[config.mk]
export PLATFORM = sky130hd
export DESIGN_NAME = victim_way_select
export DESIGN_NICKNAME = d
export VERILOG_FILES = /design/src/rtl/victim_way_select.sv
export SDC_FILE = /design/constraint.sdc
export NUM_CORES = 1
export LEC_CHECK = 0
export CORE_AREA = 2 2 39 41
export DETAILED_ROUTE_END_ITERATION = 6
export DIE_AREA = 0 0 41 43
export HOLD_SLACK_MARGIN = 0.15
export PLACE_DENSITY_LB_ADDON = 0.25
export REMOVE_ABC_BUFFERS = 1
export SLEW_MARGIN = 20
export SYNTH_ARGS = -nofsm -noshare
export SYNTH_HDL_FRONTEND = slang
export SYNTH_SLANG_ARGS = --single-unit
[constraint.sdc]
create_clock -name clk -period 1.33 [get_ports clk]
set_input_delay 0.266 -clock clk [delete_from_list [all_inputs] [get_ports clk]]
set_output_delay 0.266 -clock clk [all_outputs]
set_load 0.01 [all_outputs]
[src/rtl/victim_way_select.sv]
// victim_way_select
//    Cache replacement front end. One allocation request from the miss FSM
//    becomes a registered one-hot write-enable vector for exactly one way of
//    the addressed set. This is the counterpart of the N->1 OR reduction used
//    for hit detection.
//
//    The victim is chosen as follows:
//    - If any way is invalid, the lowest-index invalid way is chosen.
//    - Otherwise a round-robin pointer is used.
//
// Parameters
//    WAYS        number of ways, 2..16; need not be a power of two
//    IDX_W       width of way_index; 2**IDX_W >= WAYS
//
// Ports
//    clk         rising-edge clock
//    reset       asynchronous, active-high
//    req         allocation request; level, held until ack is seen
//    valid_mask  [0:WAYS-1] valid bits of the set; bit 0 = way 0
//    ack         grant valid
//    way_onehot  [0:WAYS-1] selected way; one-hot while ack=1, else all 0
//    way_index   binary index of the selected way; 0 while ack=0
//
// Optional feature, enabled by defining VICTIM_LOCK_EN
//    lock_mask   [0:WAYS-1] in; 1 = way pinned, never selectable
//    no_victim   out; high with ack when every way is locked
//
// State table
//    state | meaning
//    IDLE  | waiting for req; outputs are all zero
//    GRANT | outputs hold the registered victim until req drops
module victim_way_select #(
   parameter int WAYS  = 4,
   parameter int IDX_W = 2
) (
   input  logic              clk,
   input  logic              reset,
   input  logic              req,
   input  logic [0:WAYS-1]   valid_mask,
`ifdef VICTIM_LOCK_EN
   input  logic [0:WAYS-1]   lock_mask,
   output logic              no_victim,
`endif
   output logic              ack,
   output logic [0:WAYS-1]   way_onehot,
   output logic [IDX_W-1:0]  way_index
);

   typedef enum logic {
      IDLE  = 1'b0,
      GRANT = 1'b1
   } state_t;

   state_t             state;
   state_t             state_next;
   logic [IDX_W-1:0]   ptr;
   logic [IDX_W-1:0]   ptr_next;
   logic               ack_next;
   logic [0:WAYS-1]    onehot_next;
   logic [IDX_W-1:0]   index_next;
   logic               nv_next;
   logic               nv_q;

   // Victim selection results, valid whenever state == IDLE.
   logic [IDX_W-1:0]   victim;
   logic [IDX_W-1:0]   ptr_adv;
   logic               none_free;

   // Advance a way index by one, wrapping at WAYS rather than 2**IDX_W.
   function automatic logic [IDX_W-1:0] wrap_inc(input logic [IDX_W-1:0] p);
      logic [IDX_W-1:0] r;
      if (p == IDX_W'(WAYS - 1)) r = '0;
      else                       r = p + 1'b1;
      return r;
   endfunction

`ifdef VICTIM_LOCK_EN
   logic               found_inv;
   logic               found_rr;
   logic [IDX_W-1:0]   rr_way;
   logic [IDX_W:0]     rr_sum;
   logic [IDX_W-1:0]   rr_pos;

   always_comb begin
      victim    = '0;
      ptr_adv   = ptr;
      none_free = 1'b0;
      found_inv = 1'b0;
      found_rr  = 1'b0;
      rr_way    = '0;
      rr_sum    = '0;
      rr_pos    = '0;

      // Descending scan: the last hit is the lowest-index invalid candidate.
      for (int i = WAYS - 1; i >= 0; i--) begin
         if (!lock_mask[i] && !valid_mask[i]) begin
            victim    = IDX_W'(i);
            found_inv = 1'b1;
         end
      end

      // Cyclic scan starting at ptr. Descending offsets so the smallest
      // offset (first unlocked way at or after ptr) wins. ptr < WAYS and
      // k < WAYS, so a single conditional subtract performs the modulo.
      for (int k = WAYS - 1; k >= 0; k--) begin
         rr_sum = {1'b0, ptr} + (IDX_W + 1)'(k);
         if (rr_sum >= (IDX_W + 1)'(WAYS))
            rr_sum = rr_sum - (IDX_W + 1)'(WAYS);
         rr_pos = rr_sum[IDX_W-1:0];
         if (!lock_mask[rr_pos]) begin
            rr_way   = rr_pos;
            found_rr = 1'b1;
         end
      end

      if (found_inv) begin
         ptr_adv = ptr;
      end else if (found_rr) begin
         victim  = rr_way;
         ptr_adv = wrap_inc(rr_way);
      end else begin
         victim    = '0;
         none_free = 1'b1;
      end
   end

   assign no_victim = nv_q;
`else
   logic found_inv;

   always_comb begin
      victim    = '0;
      ptr_adv   = ptr;
      none_free = 1'b0;
      found_inv = 1'b0;

      for (int i = WAYS - 1; i >= 0; i--) begin
         if (!valid_mask[i]) begin
            victim    = IDX_W'(i);
            found_inv = 1'b1;
         end
      end

      if (!found_inv) begin
         victim  = ptr;
         ptr_adv = wrap_inc(ptr);
      end
   end
`endif

   always_comb begin
      state_next  = state;
      ptr_next    = ptr;
      ack_next    = ack;
      onehot_next = way_onehot;
      index_next  = way_index;
      nv_next     = nv_q;

      unique case (state)
         IDLE: begin
            if (req) begin
               ack_next    = 1'b1;
               onehot_next = '0;
               if (!none_free) onehot_next[victim] = 1'b1;
               index_next  = victim;
               nv_next     = none_free;
               ptr_next    = ptr_adv;
               state_next  = GRANT;
            end
         end
         GRANT: begin
            // valid_mask is deliberately ignored here; outputs hold until
            // req drops.
            if (!req) begin
               ack_next    = 1'b0;
               onehot_next = '0;
               index_next  = '0;
               nv_next     = 1'b0;
               state_next  = IDLE;
            end
         end
         default: begin
            state_next = IDLE;
         end
      endcase
   end

   always_ff @(posedge clk or posedge reset) begin
      if (reset) begin
         state      <= IDLE;
         ptr        <= '0;
         ack        <= 1'b0;
         way_onehot <= '0;
         way_index  <= '0;
         nv_q       <= 1'b0;
      end else begin
         state      <= state_next;
         ptr        <= ptr_next;
         ack        <= ack_next;
         way_onehot <= onehot_next;
         way_index  <= index_next;
         nv_q       <= nv_next;
      end
   end

endmodule
# [Word level (Yosys, flattened, before mapping)]
# Cells that the tools add are included.
[classes] addsub=1 multipliers=0 div_mod_pow=0 order_cmp=2 eq_ne=3 shift=0 muxes=22 bitwise=3 n_reduce_logical=3
[ops] op="2-bit 2-to-1 mux" n=8
[ops] op="1-bit 2-to-1 mux" n=8
[ops] op="4-bit 2-to-1 mux" n=2
[ops] op="4-bit case mux with 2 select lines" n=1
[ops] op="2-bit inequality test (second input constant)" n=2
[ops] op="2-bit case mux with 2 select lines" n=1
[ops] op="3-bit greater-or-equal comparator (second input constant)" n=1
[ops] op="3-bit by 1-bit < comparator with 1-bit output (second input constant)" n=1
[ops] op="2-bit inverter with 3-bit output" n=1
[ops] op="3-bit AND reduction" n=1
[ops] op="2-bit by 1-bit adder with 2-bit output (second input constant)" n=1
[ops] op="1-bit demux with 2-bit select" n=1
[ops] op="2-bit equality test (second input constant)" n=1
[ops] op="1-bit inverter" n=2
[ops] op="1-bit case mux with 2 select lines" n=1
[ops] op="2-bit AND reduction" n=1
[ops] op="1-bit logical AND" n=1
[word_totals] ff_bits=10 latch_bits=0 mem_bits_rw=0 mem_bits_ro=0 input_bits=7 wordCells=39 mem_count=0

# [Longest topological paths before layout]
# Gate-level depths: netlist (run 1).
[depth] depth_word=12 depth_mapped=4 ltp_nobuf=4

# [Worst setup path before layout (run 1)]
# No wires, ideal clock.
[synth_timing] kind="flip-flop to flip-flop" from="register state" to="register ptr[1]" arrival_ps=1102 t_required_ps=1205 slack_ps=103 path_stages_with_launch=4 n_path_buf=0 synth_period_minus_slack_ps=1227 path_cell_list="dfrtp_1 and2b_4 nand4_4 mux2_4"
[synth_between] elab_chain_cells=2
[synth_rtl] item="from (decl)" line_no="54" rtl="state_t state;"
[synth_rtl] item="from (signal assigned)" line_no="197" rtl="state <= state_next;"
[synth_rtl] item="1-bit inverter"
[synth_rtl] item="3-bit AND reduction (no line)"
[synth_rtl] item="to (signal assigned)" line_no="198" rtl="ptr <= ptr_next;"
[synth_rtl] item="to (decl)" line_no="56" rtl="logic [IDX_W-1:0] ptr;"
# No other way between the ends.
# A chain may end at the register's enable or synchronous reset.

# [Worst setup path in the final report (run 1)]
[layout_timing] from="input valid_mask[3] (netlist bit)" to="register way_onehot[2] (netlist bit)"
[layout_between] elab_chain_cells=12 elab_cells_between_ends=17 cone_classes="order compare (2); mux (13); bitwise (1); reduce/logical (1)"
[layout_rtl] item="from (decl)" line_no="39" rtl="input logic [0:WAYS-1] valid_mask,"
[layout_rtl] item="2-bit 2-to-1 mux or 1-bit 2-to-1 mux (tied branches) (4 in a row)" line_no="138" rtl="if (!valid_mask[i]) begin"
[layout_rtl] item="2-bit 2-to-1 mux *" line_no="144" rtl="if (!found_inv) begin"
[layout_rtl] item="2-bit inverter with 3-bit output (implied by the code) *" line_no="164" rtl="if (!none_free) onehot_next[victim] = 1'b1;"
[layout_rtl] item="3-bit greater-or-equal comparator (implied by the code) or 3-bit by 1-bit < comparator with 1-bit output (tied branches)" line_no="164"
[layout_rtl] item="1-bit logical AND (implied by the code)" line_no="164"
[layout_rtl] item="1-bit 2-to-1 mux (implied by the code)" line_no="164"
[layout_rtl] item="1-bit demux with 2-bit select *" line_no="164"
[layout_rtl] item="4-bit 2-to-1 mux *" line_no="161" rtl="if (req) begin"
[layout_rtl] item="4-bit case mux with 2 select lines *" line_no="159" rtl="unique case (state)"
[layout_rtl] item="to (signal assigned)" line_no="200" rtl="way_onehot <= onehot_next;"
[layout_rtl] item="to (decl)" line_no="45" rtl="output logic [0:WAYS-1] way_onehot,"
# Every way passes the cells marked *; elsewhere a longest branch is shown, timed or not. The select of a mux whose other input is x is not followed.

==> impl_metrics.tcl, run 1 <==
set metrics [dict create \
    yosys_warnings 0 \
    rows 14 \
    power_uw 719 \
    power.density_nw_per_um2 1050 \
    cts_hold_buf 0 \
    synth-edff-count 0 \
    ir_drop_mv 0.355 \
    p_seq_frac 0.507 \
    synthTopCellsByArea "dfrtp_1 53%, nand2_1 7.2%, a32o_1 6.4%, nand4_4 4.5%, o21ai_1 3.2%" \
    dp_hpwl_um 765 \
    clock_latency_ns 0.26 \
    relSlewSlack 0.712 \
    status "finished clean" \
    setup.reg_to_reg.worst_slack_ns 0.16 \
    cp-start-kind "input pin" \
    synth_top_area_share 0.532 \
    n_antenna_cell 0 \
    grt_pass1_vias 379 \
    leakage_nw 0.357 \
    syn_inst 43 \
    max_cap_viol_count 0 \
    h-tree-depth 1 \
    die_y_um 43 \
    synth_most_common_cell "dfrtp_1" \
    synth_cell_types 19 \
    worstPathArrival_ns 1.40 \
    finalHoldViolations 0 \
    overflow 0 \
    dr.pass1.iters 6 \
    final.period_utilization 0.942 \
    portBuffers 13 \
    critPathMaxStageDelay_ns 0.45 \
    clkSinkCount 10 \
    syn2layout_area_growth_pct 45.5 \
    via_per_inst 4.85 \
    slew_viol_final 0 \
    synth_common_cells "10 x dfrtp_1, 9 x nand2_1, 4 x inv_1, 3 x a32o_1, 3 x o21ai_1" \
    die_w_um 41 \
    cp-end-kind "register" \
    internal_power_uw 525 \
    path_clk_slew_ns 0.06 \
    coreArea_um2 1380 \
    hp-class "input pin to asynchronous set/reset pin" \
    antenna_left 0 \
    path_class "input pin to register" \
    ctsRootBufferMaster "clkbuf_4" \
    cts_tree "yes" \
    antenna_found_initial 0 \
    final.min_clock_period_ns 1.25 \
    reg2reg_depth 3 \
    rsz0062_at_grt "no" \
    ys_seq_elements 10 \
    io_pins 14 \
    fin_ws_ns 0.0772 \
    skew_ns 0.000303 \
    floorplan.initialDensity 0.340 \
    avgRoutedWirePerCell_um 12.0 \
    dp_slack_ns -0.210 \
    cts_buffers 3 \
    fin_setup_tns_ns 0 \
    synthesis.area_um2 470 \
    cp_cell_sequence "clkdlybuf4s50_1, nor2b_1, o21ai_1, nand2_1, a32o_1" \
    num_vias 393 \
    fill_cells 145 \
    grt_max_degree 11 \
    synth-seq-area-share 0.532 \
    placed_cell_area_um2 666 \
    synth_flop_cell "dfrtp_1" \
    reg2reg_from "state" \
    comb_power_share 0.211 \
    routed_wl_um 972 \
    r2r_end "ptr[1]" \
    slowest_stage "clkdlybuf4s50_1" \
    synth_largest_area_cell "dfrtp_1" \
    fin_nets 75 \
    tightest_slew_ns 0.430 \
    switching_share 0.270 \
    drc 0 \
    p_switching_uw 194 \
    cp_data_required_time_ns 1.48 \
    drtIter0Drc 2 \
    clkPwrFrac 0.283 \
    setup_violations 0 \
    gp_congestion 0.662 \
    synth.avg_cell_area_um2 10.9 \
    worstPathMaxFanout 3 \
    drive_above_1_share 0.215 \
    track_usage 0.153 \
    stdcell_area_um2 684 \
    die-area_um2 1760 \
    grt_pass1_wl_mm 1.68 \
    max_freq_ghz 0.798 \
    cts_buffer_depth 2 \
    async_flop_share 1.00 \
]
==> cell type report <==
class | count | area (µm²) | share of cell area
clock buffers | 3 | 22.5 | 0.0329
inverters | 4 | 15.0 | 0.0219
multi-input cells | 29 | 210 | 0.307
flip-flops and latches | 10 | 250 | 0.366
well taps | 16 | 20.0 | 0.0293
repair buffers | 19 | 166 | 0.243
==> logic make-up after synthesis <==
| family | after synthesis | share of synthesized area |
|---|---|---|
| simple gates | 16 | 0.197 |
| buf+inv | 4 | 0.0319 |
| fa+ha+maj | 2 | 0.0479 |
| flops | 10 | 0.532 |
| xor+xnor | 1 | 0.0186 |
| mux | 1 | 0.0319 |
| compound gates | 9 | 0.141 |
==> worst max-delay path: cells and delay by family <==
kind / cells / cell delay, ns
AO/OA/AOI/OAI: 2 / 0.42
buffers and inverters: 1 / 0.45
AND/OR/NAND/NOR: 2 / 0.27
==> worst max path at each step <==
| stage | endpoint | start | slack, ns |
|---|---|---|---|
| after floorplan | ptr[1] | state | 0.10 |
| after global placement | way_onehot[0] | valid_mask[3] | -0.19 |
| after detailed placement | ptr[1] | valid_mask[1] | -0.21 |
| after CTS | ptr[1] | valid_mask[1] | 0.07 |
| after global routing | way_onehot[2] | valid_mask[3] | 0.006 |
| final | way_onehot[2] | valid_mask[3] | 0.08 |
==> repair_timing <==
action                     4_1_cts  5_1_grt
gates cloned                     0        0
setup buffers                    0        0
setup endpoints to repair        7        2
gates resized for setup          7        2
==> routing by layer <==
layer	wire, µm	GRT usage	up-vias
li1	-	-	195
met1	433	0.189	185
met2	478	0.200	11
met3	37	0.0471	2
met4	22	0.140	0
met5	0	0	-
==> metrics by stage <==
step / instances / hold slack (ns) / util
global route: 81 / 0.326 / 0.495
CTS: 81 / 0.288 / 0.491
finish: 81 / 0.279 / 0.495
global placement: 78 / 0.454 / 0.481
floorplan: 43 / 0.106 / -
detailed placement: 78 / 0.463 / 0.481
==> registers in the layout, summed over array words and instances, names as in the netlist <==
register and flops:
state 1, way_index 2, ack 1, ptr 2, way_onehot 4
==> cell usage in the layout (no fill, tap or decap), drive strengths merged, types with 2 or more instances in the layout <==
master         netlist  layout
clkdlybuf4s50        0       6
dfrtp               10      10
dlygate4sd2          0       7
nand2                9       9
inv                  4       4
a32o                 3       3
buf                  0       6
nand4                2       2
o21ai                4       4
clkbuf               0       3
==> power groups by stage <==
stage | Sequential (mW) | Clock, mW | Combinational [mW]
after floorplan | 0.374 | 0 | 0.0722
after global placement | 0.369 | 0 | 0.161
after detailed placement | 0.369 | 0 | 0.164
after CTS | 0.363 | 0.214 | 0.153
after global routing | 0.369 | 0.233 | 0.171
final | 0.364 | 0.203 | 0.151
(Power assumes the default switching activity.)
==> inputs of run 2 (changes only) <==
--- a/config.mk
+++ b/config.mk
@@ -9,7 +9,7 @@
 export DETAILED_ROUTE_END_ITERATION = 6
 export DIE_AREA = 0 0 41 43
 export HOLD_SLACK_MARGIN = 0.15
-export PLACE_DENSITY_LB_ADDON = 0.25
+export PLACE_DENSITY = 0.73
 export REMOVE_ABC_BUFFERS = 1
 export SLEW_MARGIN = 20
 export SYNTH_ARGS = -nofsm -noshare
==> impl_metrics.tcl, run 2 (synthesized netlist as in run 1, its figures left out) <==
set metrics [dict create \
    grt_pass1_wl_mm 1.52 \
    relSlewSlack 0.701 \
    final.min_clock_period_ns 1.26 \
    antenna_left 0 \
    ir_drop_mv 0.466 \
    utilization 0.496 \
    via_per_inst 4.74 \
    layout_common_cells "10 x dfrtp_1, 9 x nand2_1, 7 x dlygate4sd2_1, 7 x buf_4, 6 x clkdlybuf4s50_1" \
    reg2reg_from "state" \
    stdcell_count 82 \
    die_w_um 41 \
    p_switching_uw 185 \
    portBuffers 13 \
    fin_setup_tns_ns 0 \
    num_vias 389 \
    cp-start-kind "input pin" \
    power_uw 712 \
    antenna_found_initial 0 \
    top_layer "met4" \
    path_clk_slew_ns 0.06 \
    dr_wl_met2_um 398 \
    die-area_um2 1760 \
    routed_wl_um 872 \
    comb_power_share 0.213 \
    cp_data_required_time_ns 1.51 \
    leakage_nw 0.360 \
    stdcell_area_um2 687 \
    clock_latency_ns 0.25 \
    drc 0 \
    syn2layout_area_growth_pct 46.0 \
    p_seq_frac 0.511 \
    max_cap_viol_count 0 \
    floorplan.initialDensity 0.340 \
    internal_power_uw 527 \
    die_y_um 43 \
    placed_cell_area_um2 673 \
    cp-end-kind "register" \
    clkPwrFrac 0.276 \
    ctsRootBufferMaster "clkbuf_4" \
    track_usage 0.131 \
    rsz0062_at_grt "no" \
    largest_reg_flops 4 \
    clkSinkCount 10 \
    regMostFlops "way_onehot" \
    reg_top3 "way_onehot (4), ptr (2), way_index (2)" \
    routed-wl-met3_um 36 \
    postCtsSetupRepairBufs 0 \
    mostFrequentLayoutCell "dfrtp_1" \
    drive_above_1_share 0.197 \
    grt_max_degree 11 \
    slew_viol_final 0 \
    cts_buffers 3 \
    path_class "input pin to register" \
    critPathLaunch "req" \
    overflow 0 \
    power.density_nw_per_um2 1040 \
    wl_met1_um 418 \
    tightest_slew_ns 0.445 \
    skew_ns 0.00563 \
    drtIter0Drc 1 \
    multiInputGateArea_um2 205 \
    placed_cells 79 \
    setup_violations 0 \
    fin_nets 76 \
    switching_share 0.260 \
    gp_congestion 0.776 \
    ff_latch_area_um2 250 \
    finalHoldViolations 0 \
    final.period_utilization 0.945 \
    cts_buffer_depth 2 \
    io_pins 14 \
    max_freq_ghz 0.796 \
    dp_hpwl_um 729 \
    cts_tree "yes" \
    h-tree-depth 1 \
    n_antenna_cell 0 \
    worstPathMaxFanout 5 \
    dr.pass1.iters 2 \
    coreArea_um2 1380 \
    worstPathArrival_ns 1.44 \
    status "finished clean" \
    rows 14 \
    fill_cells 138 \
    hp-class "input pin to asynchronous set/reset pin" \
    avgRoutedWirePerCell_um 10.6 \
    grt_pass1_vias 378 \
]
run 2: cell count changes in the layout (fill, tap and decap cells not counted), sizes merged:
cell	change
buf	+1
run 2: what timing repair did:
action | in CTS | in global routing
setup endpoints to repair | 7 | 0
hold buffers | 0 | 0
endpoints found under the hold margin | 0 | 0
resized for setup | 7 | 0
run 2: per-layer routing:
metal	track usage	vias to the layer above
met5	0	-
met4	0.100	0
met3	0.0314	2
met2	0.197	12
met1	0.149	178
li1	-	197
run 2: worst max-delay path: stages:
cell and delay [ns]:
clkdlybuf4s50_1 0.43, buf_4 0.16, xnor2_1 0.39, nand2_1 0.10, o21ai_1 0.09
run 2: power groups by stage:
stage | clock, mW | combinational [mW] | sequential (mW)
final | 0.197 | 0.151 | 0.364
after global routing | 0.223 | 0.169 | 0.368
after CTS | 0.205 | 0.156 | 0.365
after detailed placement | 0 | 0.166 | 0.371
after global placement | 0 | 0.160 | 0.370
after floorplan | 0 | 0.0722 | 0.374
run 2: area by class of cell:
| type | count | share of cell area |
|---|---|---|
| Inverter | 4 | 0.0219 |
| Multi-Input combinational cell | 29 | 0.299 |
| Sequential cell | 10 | 0.364 |
| Tap cell | 16 | 0.0291 |
| Clock buffer | 3 | 0.0328 |
| Timing Repair Buffer | 20 | 0.253 |
run 2: stage by stage:
stage / setup WS, ns / hold slack (ns)
final: 0.0735 / 0.280
after global routing: 0.00370 / 0.343
after CTS: 0.0442 / 0.289
after detailed placement: -0.223 / 0.461
after global placement: -0.177 / 0.451
after floorplan: 0.103 / 0.106
run 2: worst paths after layout:
path / endpoint / slack, ns / cells past startpoint
max in group asynchronous: way_index[1] / 0.78 / 2
min in group clk: way_onehot[3] / 0.47 / 2
min: way_onehot[1] / 0.28 / 2
max: way_onehot[1] / 0.07 / 5
min reg2reg: way_onehot[3] / 0.47 / 2
max reg2reg: ptr[1] / 0.17 / 3
